$ cat src/rtl/press_counter_pkg.sv
// Shared types and constants for the debounced press counter.
// Used by key_debounce, press_counter and press_counter_if.
package press_counter_pkg;

    typedef enum logic [1:0] {IDLE, ARM, DOWN, REL} db_state_t;

    localparam int DIGIT_W    = 4;
    localparam int NUM_DIGITS = 4;

    localparam logic [DIGIT_W-1:0] BCD_MAX = 4'd9;

endpackage

$ cat src/rtl/press_counter_if.sv
// Board-side signal bundle for the press counter: raw key, switches and digit outputs.
// master drives the key/switches, slave is the counter itself.
interface press_counter_if;
    import press_counter_pkg::*;

    logic                          KEY_N;
    logic                          DIR;
    logic                          CLR;
    logic [DIGIT_W*NUM_DIGITS-1:0] DIGIT;
    logic                          PRESS;

    modport master (output KEY_N, output DIR, output CLR, input DIGIT, input PRESS);
    modport slave  (input KEY_N, input DIR, input CLR, output DIGIT, output PRESS);

endinterface

$ cat src/rtl/key_debounce.sv
// Synchronises an active-low key and filters bounce with a four-state FSM.
// press pulses for one cycle when a press is accepted; level is high while held.
module key_debounce
    import press_counter_pkg::*;
#(
    parameter int DB_CYCLES = 50000,
    parameter int CW        = 20
) (
    input  logic clk,
    input  logic rst_n,
    input  logic key_n,
    output logic press,
    output logic level
);

    logic [1:0]    key_sync_reg;
    db_state_t     state_reg;
    logic [CW-1:0] cnt_reg;
    logic          press_reg;

    logic          k;
    logic [CW-1:0] cnt_inc;
    logic          cnt_hit;

    assign k       = key_sync_reg[1];
    assign cnt_inc = cnt_reg + 1'b1;
    assign cnt_hit = (cnt_inc == CW'(DB_CYCLES));

    // Synchroniser resets to "released" so a key held through reset is re-debounced.
    always_ff @(posedge clk) begin
        if (!rst_n) begin
            key_sync_reg <= 2'b11;
            state_reg    <= IDLE;
            cnt_reg      <= '0;
            press_reg    <= 1'b0;
        end else begin
            key_sync_reg <= {key_sync_reg[0], key_n};
            press_reg    <= 1'b0;
            case (state_reg)
                IDLE: begin
                    if (!k) begin
                        state_reg <= ARM;
                        cnt_reg   <= CW'(1);
                    end
                end
                ARM: begin
                    if (k) begin
                        state_reg <= IDLE;
                    end else begin
                        cnt_reg <= cnt_inc;
                        if (cnt_hit) begin
                            state_reg <= DOWN;
                            press_reg <= 1'b1;
                        end
                    end
                end
                DOWN: begin
                    if (k) begin
                        state_reg <= REL;
                        cnt_reg   <= CW'(1);
                    end
                end
                REL: begin
                    if (!k) begin
                        state_reg <= DOWN;
                    end else begin
                        cnt_reg <= cnt_inc;
                        if (cnt_hit) state_reg <= IDLE;
                    end
                end
                default: state_reg <= IDLE;
            endcase
        end
    end

    assign press = press_reg;
    assign level = (state_reg == DOWN) || (state_reg == REL);

endmodule

$ cat src/rtl/press_counter.sv
// Debounced pushbutton up/down counter feeding four hex-digit decoders.
// Define PRESS_COUNTER_BCD_EN for 4-digit BCD counting; default is 16-bit hex.
module press_counter
    import press_counter_pkg::*;
#(
    parameter int DB_CYCLES = 50000,
    parameter int CW        = 20
) (
    input  logic           CLOCK_50,
    input  logic           RST_N,
    press_counter_if.slave bus
);

    localparam int W = DIGIT_W * NUM_DIGITS;

    logic [1:0]   dir_sync_reg;
    logic [1:0]   clr_sync_reg;
    logic [W-1:0] digit_reg;
    logic [W-1:0] inc_val;
    logic [W-1:0] dec_val;
    logic         press;
    logic         level;

    key_debounce #(
        .DB_CYCLES (DB_CYCLES),
        .CW        (CW)
    ) u_db (
        .clk   (CLOCK_50),
        .rst_n (RST_N),
        .key_n (bus.KEY_N),
        .press (press),
        .level (level)
    );

`ifdef PRESS_COUNTER_BCD_EN
    // Ripple chains: a digit moves only when every lower digit wraps.
    logic [NUM_DIGITS-1:0] carry;
    logic [NUM_DIGITS-1:0] borrow;

    assign carry[0]  = 1'b1;
    assign borrow[0] = 1'b1;

    for (genvar gi = 0; gi < NUM_DIGITS; gi++) begin : g_bcd
        logic [DIGIT_W-1:0] d;
        assign d = digit_reg[gi*DIGIT_W +: DIGIT_W];
        assign inc_val[gi*DIGIT_W +: DIGIT_W] =
            !carry[gi] ? d : ((d == BCD_MAX) ? '0 : d + 1'b1);
        assign dec_val[gi*DIGIT_W +: DIGIT_W] =
            !borrow[gi] ? d : ((d == '0) ? BCD_MAX : d - 1'b1);
        if (gi < NUM_DIGITS - 1) begin : g_chain
            assign carry[gi+1]  = carry[gi] && (d == BCD_MAX);
            assign borrow[gi+1] = borrow[gi] && (d == '0);
        end
    end
`else
    assign inc_val = digit_reg + 1'b1;
    assign dec_val = digit_reg - 1'b1;
`endif

    // The press pulse only fires on entry to the held state, so level qualifies it.
    always_ff @(posedge CLOCK_50) begin
        if (!RST_N) begin
            dir_sync_reg <= '0;
            clr_sync_reg <= '0;
            digit_reg    <= '0;
        end else begin
            dir_sync_reg <= {dir_sync_reg[0], bus.DIR};
            clr_sync_reg <= {clr_sync_reg[0], bus.CLR};
            if (clr_sync_reg[1])
                digit_reg <= '0;
            else if (press && level)
                digit_reg <= dir_sync_reg[1] ? inc_val : dec_val;
        end
    end

    assign bus.DIGIT = digit_reg;
    assign bus.PRESS = press;

endmodule

$ cat src/flat_wrapper.sv
// flat-port wrapper written by rule: the top's interface ports become plain ports
module press_counter_flat import press_counter_pkg::*;
#(
    parameter int DB_CYCLES = 50000,
    parameter int CW        = 20
)
  (CLOCK_50, RST_N, bus_KEY_N, bus_DIR, bus_CLR, bus_DIGIT, bus_PRESS);
  press_counter_if bus_i ();
  input  logic CLOCK_50;
  input  logic RST_N;
  input wire logic [$bits(bus_i.KEY_N)-1:0] bus_KEY_N;
  input wire logic [$bits(bus_i.DIR)-1:0] bus_DIR;
  input wire logic [$bits(bus_i.CLR)-1:0] bus_CLR;
  output wire logic [$bits(bus_i.DIGIT)-1:0] bus_DIGIT;
  output wire logic [$bits(bus_i.PRESS)-1:0] bus_PRESS;
  assign bus_i.KEY_N = bus_KEY_N;
  assign bus_i.DIR = bus_DIR;
  assign bus_i.CLR = bus_CLR;
  assign bus_DIGIT = bus_i.DIGIT;
  assign bus_PRESS = bus_i.PRESS;
  press_counter #(.DB_CYCLES(DB_CYCLES), .CW(CW)) u_core (.CLOCK_50(CLOCK_50), .RST_N(RST_N), .bus(bus_i));
endmodule
$ cat config.mk
export PLATFORM = sky130hd
export DESIGN_NAME = press_counter_flat
export DESIGN_NICKNAME = d
export VERILOG_FILES = /design/src/rtl/press_counter_pkg.sv /design/src/rtl/press_counter_if.sv /design/src/rtl/key_debounce.sv /design/src/rtl/press_counter.sv /design/src/flat_wrapper.sv
export SDC_FILE = /design/constraint.sdc
export NUM_CORES = 1
export LEC_CHECK = 0
export ABC_AREA = 1
export BUFFER_PORTS_ARGS = -buffer_cell sky130_fd_sc_hd__buf_4
export CORE_ASPECT_RATIO = 1.75
export CORE_MARGIN = 5
export CORE_UTILIZATION = 62
export CTS_CLUSTER_SIZE = 16
export DETAILED_ROUTE_END_ITERATION = 8
export GPL_ROUTABILITY_DRIVEN = 0
export GPL_TIMING_DRIVEN = 0
export MAX_ROUTING_LAYER = met4
export PLACE_DENSITY = 0.82
export SLEW_MARGIN = 20
export SYNTH_ARGS = -nofsm -noshare
export SYNTH_HDL_FRONTEND = slang
export SYNTH_SLANG_ARGS = --single-unit
$ cat constraint.sdc
create_clock -name CLOCK_50 -period 5.45 [get_ports CLOCK_50]
set_input_delay 1.635 -clock CLOCK_50 [delete_from_list [all_inputs] [get_ports CLOCK_50]]
set_output_delay 1.635 -clock CLOCK_50 [all_outputs]
set_load 0.03 [all_outputs]
==> results_dict.tcl, run 1 <==
set metrics [dict create \
    outcome "finished, final reports clean" \
    routed_wl_mm 6.76 \
    syn_nets 469 \
    cts_tree "built" \
    syn_area_sq_mm 0.00291 \
    ios 22 \
    synth_cell_types 38 \
    clk_pin_slew_ns 0.09 \
    wl_per_cell_microns 12.8 \
    grt_pass1_wl_mm 11.4 \
    most-common-layout-cells "nand2_1, nor2_1, inv_1" \
    largest_reg_flops 20 \
    cts_made_buffers 5 \
    required_ns 5.70 \
    powerDensity_mw_per_mm2 181 \
    synthCells 447 \
    initial_core_util_pct 63.0 \
    drc 0 \
    cp_cell_sequence "buf_4 > inv_1 > nor2_1 > inv_1 > clkbuf_1 > nor2_1 > o21ai_0 > inv_1" \
    ys_seq_elements 45 \
    arrival_ns 2.92 \
    clockRootBuffer "clkbuf_8" \
    startpoint_type "input port" \
    fin_skew_ns 0.00883 \
    clockPowerShare_pct 35.3 \
    critical_path.most_common_cell "inv_1" \
    min_period_over_period_pct 49.0 \
    tightest_slew_ns 0.563 \
    p_seq_share_pct 57.6 \
    hp-class "reg -> reg" \
    core-area_sq_mm 0.00462 \
    critPathSlowestCell "nor2_1" \
    path_max_fanout 10 \
    fin_tns_setup_ns 0 \
    clock_path_buffers 2 \
    synth.avg_cell_area_sq_um 6.52 \
    grt_pass1_vias 2779 \
    ys_warn_count 0 \
    crit_family "buffers and inverters" \
    yosys.area.top_type_share_pct 30.9 \
    area_delta_synth_final_pct 10.3 \
    cp-end-kind "flop" \
    synth-seq-area-share_pct 30.9 \
    port_buffers 20 \
    r2r-start "u_core.dir_sync_reg[1]$_SDFF_PN0_" \
    slew_viol_final 0 \
    p_sw_uw 146 \
    p_int_uw 436 \
    drive_gt1_share_pct 9.89 \
    swShare_pct 25.1 \
    grt_use_met3_pct 2.69 \
    cpPeakStageDelay_ns 0.31 \
    grt-busiest-layer "met2" \
    antenna_cells 0 \
    worst_slack_ns 2.78 \
    synth_area_leaders "dfxtp_1, nand2_1, nor2_1, inv_1, ha_1" \
    cts_sinks 45 \
    hold_ws_ns 0.411 \
    drt_iter0_markers 155 \
    combPwrFrac_pct 7.1 \
    dp_worst_setup_slack_ns 2.48 \
    cts-hold-fix-buffers 0 \
    fill_cells 409 \
    hold_violations 0 \
    drt-pass1-iter-count 4 \
    post_cts_resize_count 0 \
    vdd_drop_max_v 0.000154 \
    grtUsageTotal_pct 24.7 \
    startpoint "RST_N" \
    place_hpwl_mm 5.32 \
    synth_area_leader_cell "dfxtp_1" \
    fmax_mhz 374 \
    path_buf_inv 5 \
    hp-start "u_core.dir_sync_reg[0]$_SDFF_PN0_" \
    total_leakage_power_nw 1.55 \
    final_common_cell "nand2_1" \
    worstSkewPairLatency_ns 0.30 \
    die_area_sq_mm 0.00623 \
    use_met1_pct 22.9 \
    rows 33 \
    fin_nets 496 \
    antenna_found_initial 0 \
    setup_violations 0 \
    cts_setup_buffers 0 \
    period_needed_ns 2.67 \
    vias_per_cell 5.35 \
    grt_max_degree 16 \
    grt_setup_unrepaired "no" \
    fp.dieH_microns 101 \
    htreeDepth 2 \
    path_class "in -> reg" \
    route.vias.total 2818 \
    die_w_microns 61.8 \
    overflow 0 \
    ant_nets 0 \
    max-cap-violations 0 \
    slew_headroom_pct 62.5 \
    grtUsageMet2_pct 45.5 \
]
[metal layers]
layer	share of wire, %	wire length [microns]	vias up
met5	0	0	-
met4	4.5	303	0
met3	2.7	182	28
met2	57	3870	63
met1	36	2410	1264
li1	-	-	1463
[stage by stage]
| step | utilization (%) | cells | power [mW] | instance area (sq um) |
|---|---|---|---|---|
| after floorplan | - | 447 | 0.372 | 2910 |
| after global placement | 67.7 | 519 | 0.383 | 3130 |
| after detailed placement | 67.7 | 519 | 0.384 | 3130 |
| after CTS | 69.5 | 527 | 0.589 | 3210 |
| after global routing | 69.5 | 527 | 0.610 | 3210 |
| final | 69.5 | 527 | 0.582 | 3210 |
[cells by family after synthesis]
kind of cell             share of synthesized area [%]
AND/OR/NAND/NOR                                   33.5
buffers and inverters                             9.19
AO/OA/AOI/OAI                                     12.6
flip-flops                                        30.9
XOR/XNOR                                          6.27
adder cells (fa/ha/maj)                           7.56
[power groups by stage]
| stage | Clock [mW] | Sequential [mW] | Combinational, mW |
|---|---|---|---|
| floorplan | 0 | 0.342 | 0.0303 |
| global placement | 0 | 0.343 | 0.0397 |
| detailed placement | 0 | 0.343 | 0.0412 |
| CTS | 0.212 | 0.335 | 0.0414 |
| global route | 0.227 | 0.336 | 0.0471 |
| finish | 0.206 | 0.335 | 0.0412 |
[cell type report]
class | instances | area [sq um] | share of cell area, %
Buffer | 10 | 42.5 | 1.32
Sequential cell | 45 | 901 | 28.0
Tap cell | 52 | 65.1 | 2.02
Inverter | 60 | 225 | 7.01
Clock inverter | 1 | 7.51 | 0.234
Timing Repair Buffer | 20 | 150 | 4.67
Clock buffer | 7 | 76.3 | 2.38
Multi-Input combinational cell | 332 | 1750 | 54.3
[path summary, 6_finish.rpt]
check                                      endpoint  slack (ns)  cells after the start
setup reg to reg  u_core.bus.DIGIT[12]$_SDFFE_PP0P_        2.93                     13
hold reg to reg   u_core.dir_sync_reg[1]$_SDFF_PN0_        0.41                      2
hold / removal    u_core.dir_sync_reg[1]$_SDFF_PN0_        0.41                      2
setup / recovery   u_core.bus.DIGIT[9]$_SDFFE_PP0P_        2.78                      8
[cells in the mapped netlist (all sizes together)]
cell and count:
clkbuf 7, nand3b 2, and3 1, a211oi 1, a21o 3, fa 1
nand3 20, o221ai 1, o211ai 2, clkinv 2, nor3 4, nand2 126
o31ai 1, nor2 66, a21oi 39, dfxtp 45, xor2 13, o21ai 19
xnor2 7, nand4 4, buf 3, o21a 1, ha 16, inv 58
or2 4, o21bai 1
[tightest hold or removal path: stages, from the launching register on]
cell and delay (ns):
dfxtp_1 0.30, nand2_1 0.05, inv_1 0.03
Power figures use the tool's default switching activity.
==> run 2, diff against run 1 <==
--- a/config.mk
+++ b/config.mk
@@ -9,13 +9,13 @@
 export BUFFER_PORTS_ARGS = -buffer_cell sky130_fd_sc_hd__buf_4
 export CORE_ASPECT_RATIO = 1.75
 export CORE_MARGIN = 5
-export CORE_UTILIZATION = 62
+export CORE_UTILIZATION = 60
 export CTS_CLUSTER_SIZE = 16
 export DETAILED_ROUTE_END_ITERATION = 8
 export GPL_ROUTABILITY_DRIVEN = 0
 export GPL_TIMING_DRIVEN = 0
 export MAX_ROUTING_LAYER = met4
-export PLACE_DENSITY = 0.82
+export PLACE_DENSITY = 0.8
 export SLEW_MARGIN = 20
 export SYNTH_ARGS = -nofsm -noshare
 export SYNTH_HDL_FRONTEND = slang
==> constraint.sdc (replaced) <==
create_clock -name CLOCK_50 -period 2.5 [get_ports CLOCK_50]
set_input_delay 0.75 -clock CLOCK_50 [delete_from_list [all_inputs] [get_ports CLOCK_50]]
set_output_delay 0.75 -clock CLOCK_50 [all_outputs]
set_load 0.03 [all_outputs]
==> results_dict.tcl, run 2 (same netlist as run 1, synthesis figures left out) <==
set metrics [dict create \
    fin_total_pwr_mw 1.41 \
    vias_per_cell 5.32 \
    slew_viol_final 0 \
    cp_cell_sequence "clkinvlp_4 > buf_4 > ha_1 > nand3_1 > nand2_1 > a21oi_2 > o21ai_2 > nand2_1 > o21ai_1 > a21oi_1 > o21ai_0 > nand2_1 > inv_1" \
    critPathSlowestCell "dfxtp_2" \
    htreeDepth 2 \
    clock_path_buffers 2 \
    layout.cells.non_filler 531 \
    antenna_found_initial 0 \
    path_class "reg -> reg" \
    most-common-layout-cells "nand2_1, nor2_1, inv_1" \
    routed_wl_mm 7.00 \
    worstSkewPairLatency_ns 0.30 \
    drt-pass1-iter-count 4 \
    layout.area.seq_sq_um 902 \
    clk_pin_slew_ns 0.09 \
    area_delta_synth_final_pct 13.5 \
    hold_violations 0 \
    place_inst 519 \
    setup_violations 0 \
    grt_pass1_wl_mm 11.7 \
    startpoint_type "flop" \
    drc 0 \
    outcome "finished, final reports clean" \
    antenna_cells 0 \
    fill_cells 401 \
    arrival_ns 2.57 \
    critical_path.most_common_cell "nand2_1" \
    place_area_sq_mm 0.00313 \
    slew_headroom_pct 66.0 \
    ant_nets 0 \
    tightest_slew_ns 0.511 \
    cts_sinks 45 \
    overflow 0 \
    multiInputGateArea_sq_mm 0.00177 \
    clockRootBuffer "clkbuf_8" \
    route.vias.total 2827 \
    port_buffers 20 \
    fin_skew_ns 0.00390 \
    place_hpwl_mm 5.34 \
    cts_made_buffers 5 \
    min_period_over_period_pct 93.0 \
    rows 33 \
    hp-class "reg -> reg" \
    cp-end-kind "flop" \
    drt_iter0_markers 132 \
    path_max_fanout 6 \
    total_leakage_power_nw 1.59 \
    wl_per_cell_microns 13.2 \
    grt_pass1_vias 2765 \
    powerDensity_mw_per_mm2 427 \
    die_w_microns 62.7 \
    final_common_cell "nand2_1" \
    grt_max_degree 14 \
    die_area_sq_mm 0.00641 \
    cts_tree "built" \
    final_area_sq_mm 0.00331 \
    core-area_sq_mm 0.00471 \
    ios 22 \
    drive_gt1_share_pct 12.3 \
    fmax_mhz 430 \
    max-cap-violations 0 \
    fin_nets 500 \
    grtUsageTotal_pct 23.2 \
    largest_reg_flops 20 \
    initial_core_util_pct 61.9 \
    fp.dieH_microns 102 \
    cts-hold-fix-buffers 0 \
    fin_util_pct 70.3 \
    required_ns 2.75 \
    grt_setup_unrepaired "no" \
    vdd_drop_max_v 0.000432 \
    period_needed_ns 2.33 \
    cpPeakStageDelay_ns 0.43 \
]
-- run 2: report_power, final --
group / internal, mW / total [mW] / switching, mW
logic: 0.0311 / 0.0952 / 0.0642
clock network: 0.326 / 0.584 / 0.258
registers: 0.724 / 0.732 / 0.00857
total: 1.08 / 1.41 / 0.330
-- run 2: final cells by class --
type                            instances  share of cell area (%)
Inverter                               60                    6.92
Clock buffer                            7                    2.61
Timing Repair Buffer                   23                    5.22
Tap cell                               52                    1.97
Buffer                                 10                    1.29
Clock inverter                          1                   0.908
Sequential cell                        45                    27.3
Timing Repair inverter                  1                   0.227
Multi-Input combinational cell        332                    53.6
-- run 2: routing by layer --
metal | global-route usage (%) | up-vias | routed length, microns
met5 | - | - | 0
met4 | 10.9 | 0 | 285
met3 | 2.97 | 25 | 201
met2 | 45.8 | 58 | 3960
met1 | 21.4 | 1272 | 2560
li1 | - | 1472 | -
-- run 2: worst paths after layout --
path	slack, ns	to	depth (start not counted)	startpoint
worst min register to register	0.43	u_core.u_db.key_sync_reg[1]$_SDFF_PN1_	1	u_core.u_db.key_sync_reg[0]$_SDFF_PN1_
worst min-delay path	0.43	u_core.u_db.key_sync_reg[1]$_SDFF_PN1_	1	u_core.u_db.key_sync_reg[0]$_SDFF_PN1_
worst max register to register	0.17	u_core.bus.DIGIT[11]$_SDFFE_PP0P_	13	u_core.dir_sync_reg[1]$_SDFF_PN0_
worst max-delay path	0.17	u_core.bus.DIGIT[11]$_SDFFE_PP0P_	13	u_core.dir_sync_reg[1]$_SDFF_PN0_
-- run 2: critical path: cells and delay by family (launching register included) --
family | cells | cell delay, ns
AO/OA/AOI/OAI | 5 | 0.75
flip-flops | 1 | 0.43
adder cells (fa/ha/maj) | 1 | 0.26
AND/OR/NAND/NOR | 4 | 0.39
buffers and inverters | 3 | 0.45
-- run 2: stage by stage --
step | setup WS [ns] | setup TNS [ns] | hold slack [ns]
CTS | 0.0517 | 0 | 0.434
global route | 0.0333 | 0 | 0.447
floorplan | 0.425 | 0 | 0.390
global placement | 0.0446 | 0 | 0.394
finish | 0.175 | 0 | 0.426
detailed placement | -0.00775 | -0.00775 | 0.407
-- run 2: timing repair --
action                                  in CTS  in global routing
gates cloned                                 0                  1
buffers inserted                             2                  1
endpoints found under the setup margin       1                  6
resized for setup                            1                  8
